**src/rtl/sram_model_pkg.sv**
```systemverilog
// Shared types and elaboration helpers for the 1rw1r SRAM model.
// Holds sweeper state encoding, segment sizing and config checks.
package sram_model_pkg;

   typedef enum logic {
      S_CLEAR = 1'b0,
      S_READY = 1'b1
   } state_t;

   function automatic int clog2(input int v);
      int r;
      r = 0;
      while ((1 << r) < v) r++;
      return r;
   endfunction

   function automatic int write_size(input int dw, input int mw);
      return dw / mw;
   endfunction

   function automatic bit words_ok(input int aw, input int nw);
      return (nw > 0) && (clog2(nw) <= aw);
   endfunction

   function automatic bit mask_ok(input int dw, input int mw);
      return (mw > 0) && ((dw % mw) == 0);
   endfunction

endpackage

```
**src/rtl/sram_init_sweeper.sv**
```systemverilog
// Post-reset clear sweep: walks every word once, then holds READY.
// Drives the clear write strobe/address and the init_done flag.
module sram_init_sweeper
   import sram_model_pkg::*;
#(
   parameter int ADDR_WIDTH = 6,
   parameter int NUM_WORDS  = 48,
   parameter int INIT_CLEAR = 1
) (
   input  logic                  clk,
   input  logic                  rst,
   output logic                  clr_we,
   output logic [ADDR_WIDTH-1:0] clr_addr,
   output logic                  init_done
);

   localparam logic [ADDR_WIDTH-1:0] LAST = ADDR_WIDTH'(NUM_WORDS - 1);

   state_t                state;
   state_t                state_nxt;
   logic [ADDR_WIDTH-1:0] cnt;
   logic [ADDR_WIDTH-1:0] cnt_nxt;

   always_ff @(posedge clk) begin
      if (rst) begin
         state     <= (INIT_CLEAR != 0) ? S_CLEAR : S_READY;
         cnt       <= '0;
         init_done <= 1'b0;
      end else begin
         state     <= state_nxt;
         cnt       <= cnt_nxt;
         init_done <= (state_nxt == S_READY);
      end
   end

   always_comb begin
      state_nxt = state;
      cnt_nxt   = cnt;
      clr_we    = 1'b0;
      unique case (state)
         S_CLEAR: begin
            clr_we = ~rst;
            if (cnt == LAST) begin
               state_nxt = S_READY;
               cnt_nxt   = '0;
            end else begin
               cnt_nxt = cnt + 1'b1;
            end
         end
         S_READY: ;
         default: ;
      endcase
   end

   assign clr_addr = cnt;

endmodule

```
**config.mk**
```make
export PLATFORM = sky130hd
export DESIGN_NAME = sram_init_sweeper
export DESIGN_NICKNAME = d
export VERILOG_FILES = /design/src/rtl/sram_model_pkg.sv /design/src/rtl/sram_init_sweeper.sv
export SDC_FILE = /design/constraint.sdc
export NUM_CORES = 1
export LEC_CHECK = 0
export CAP_MARGIN = 10
export CORE_AREA = 5 5 42 44
export DETAILED_ROUTE_END_ITERATION = 7
export DIE_AREA = 0 0 47 49
export PLACE_DENSITY = 0.56
export SLEW_MARGIN = 20
export SYNTH_ARGS = -nofsm -noshare
export SYNTH_HDL_FRONTEND = slang
export SYNTH_SLANG_ARGS = --single-unit
export TNS_END_PERCENT = 50
```
**constraint.sdc**
```tcl
create_clock -name clk -period 1.2 [get_ports clk]
set_input_delay 0.24 -clock clk [delete_from_list [all_inputs] [get_ports clk]]
set_output_delay 0.24 -clock clk [all_outputs]
set_load 0.05 [all_outputs]
```
==> flow_summary.yaml <==
die:
  die_w_um: 47
  fp.dieH_um: 49
  start_util_pct: 25.8
  row_count: 14
  boundaryPins: 10
  core_mm2: 0.00140
  die_area_mm2: 0.00230
routing:
  drt_pass1_iterations: 4
  viasPerCell: 4.57
  vias: 338
  avgRoutedWirePerCell_um: 11.0
  final_antenna_net_count: 0
  drt_first_iter_violations: 12
  drc_errors: 0
  drt_wl_total_um: 817
timing:
  max_freq_mhz: 835
  finalMaxSlewViolations: 0
  finalWorstSetupSlack_ns: 0.00220
  fin_crit_ns: 1.20
  max_slew.worst_pin.slew_ns: 0.217
  slew-limit-headroom_pct: 85.3
  fin_skew_ns: 0.00182
  rsz0062_at_grt: "yes"
  fin_crit_sh_pct: 99.8
  hold_viol: 0
  finalSetupViolations: 0
layout:
  fillers: 134
  drive_above_1_share_pct: 55.2
  multiInputGateArea_um2: 218
  final_design_area_no_fill_um2: 663
  regArea_um2: 155
  final_core_util_pct: 47.3
  instances_no_fill: 74
  syn2layout_area_growth_pct: 83.4
  diodes: 0
  final_nets: 62
placed_design:
  post-place-ws_ns: -0.0107
  portBuffers: 9
  dpl_cell_area_um2: 614
  dpl.hpwl_um: 624
  gp_congestion: 0.718
  dp_cells: 70
clocking:
  cts_hold_buf: 0
  ctsHtreeMaxLevel: 1
  cts_tree: "yes"
  post_cts_buffers: 0
  root_buffer: "clkbuf_4"
  cts-buffers-inserted: 3
  cts.clk_slew.worst_paths_ns: 0.05
  cts_buffer_depth: 2
  clkLatencyLatePin_ns: 0.25
  clock_sinks: 7
logic_synthesis:
  synth_area_um2: 362
  yosysUniqueCellTypes: 21
  ys_seq_elements: 7
  yosysSeqAreaShare_pct: 38.8
  syn-mean-instance-area_um2: 9.52
  synth_nets: 41
  ys_warn_count: 0
  syn_inst: 38
power:
  leakagePower_nw: 0.301
  p_per_area_mw_per_mm2: 926
  vdd_drop_max_uv: 491
  finalPower_uw: 614
outcome:
  status: "completed"
critical_path:
  r2r_start: "state"
  cp_max_fo: 8
  cp.required_ns: 0.96
  r2r_cells: 3
  end_kind: "output port"
  reg2reg_setup_slack_ns: 0.02
  worstPathArrival_ns: 0.96
  startpoint_type: "flop"
  crit_type: "flop to output port"
  critPathLaunch: "state"
global_route:
  antenna_found_initial: 0
  grt_pass1_wl_mm: 1.34
  grt_max_degree: 9
  gr-total-overflow: 0
  grt_pass1_vias: 299
  gr-usage-all-layers_pct: 8.17
run:
  drv_cap: 0
worst_hold_path:
  hold_depth: 3
  hold_class: "primary input to flop"
  worstHoldStart: "rst"
## what timing repair did
| item | CTS | global route |
|---|---|---|
| gates resized for setup | 4 | 2 |
| pin swaps | 2 | 1 |
| setup endpoints to repair | 3 | 5 |
## cells in the final DEF, fill, tap and decap left out, types with 2 or more instances in the layout
cell | Yosys | layout
dfxtp_2 | 0 | 3
a31oi_1 | 2 | 2
buf_4 | 0 | 8
dfxtp_4 | 0 | 3
mux2i_1 | 2 | 2
nand2_1 | 2 | 2
buf_12 | 0 | 8
clkbuf_4 | 0 | 3
nor2_1 | 8 | 7
## metrics by stage
step / TNS (ns) / hold slack [ns]
global placement: -0.0113 / 0.532
detailed placement: -0.0107 / 0.545
CTS: -0.0105 / 0.515
global route: -0.0628 / 0.535
floorplan: -0.236 / 0.422
finish: 0 / 0.521
## routing by layer
| metal | wire length, um | up-vias | global-route usage (%) |
|---|---|---|---|
| met3 | 33 | 2 | 2.21 |
| met2 | 377 | 6 | 10.9 |
| met4 | 14 | 0 | 6.91 |
| met1 | 391 | 155 | 10.4 |
| met5 | 0 | - | 0 |
| li1 | - | 175 | - |
## path summary, 6_finish.rpt
| path | to |
|---|---|
| setup / recovery | clr_we |
| hold / removal | clr_addr[3] |
| setup reg to reg | clr_addr[5] |
| hold reg to reg | clr_addr[5] |
## critical path, cell delays in order (launching register included)
cell,delay [ns]
dfxtp_4,0.34
buf_6,0.14
nor2_4,0.09
buf_12,0.14
## cell usage after synthesis (all sizes together)
master	instances	area, um^2
nor2	8	30.0
dfxtp	7	140
a31oi	2	12.5
buf	2	22.5
mux2i	2	20.0
nand2	2	7.51
a211oi	1	7.51
a41oi	1	8.76
and2b	1	8.76
and3	1	6.26
and3b	1	8.76
ha	1	12.5
inv	1	3.75
nand2b	1	6.26
nand3	1	5.00
nand3b	1	20.0
nand4b	1	8.76
o21ai	1	5.00
o2bb2ai	1	8.76
or4b	1	10.0
xnor2	1	8.76
## registers in the layout (all words and copies together) (netlist names)
signal,cells
state,1
clr_addr,6
## final cells by class
type,instances,share of cell area (%)
Timing Repair Buffer,18,36.2
Multi-Input combinational cell,28,32.8
Sequential cell,7,23.4
Clock buffer,4,3.96
Tap cell,16,3.02
Inverter,1,0.566
## cells by family after synthesis
logic type,after synthesis,share of synthesized area (%)
buf+inv,3,7.26
compound gates,6,11.8
fa+ha+maj,1,3.46
flops,7,38.8
simple gates,18,30.8
xor+xnor,1,2.42
mux,2,5.54
## power by group
group	leakage, nW	switching [mW]	internal, mW
clock network	0.0150	0.0879	0.127
registers	0.0604	0.00935	0.240
logic	0.226	0.0747	0.0746
(Power assumes the default switching activity.)
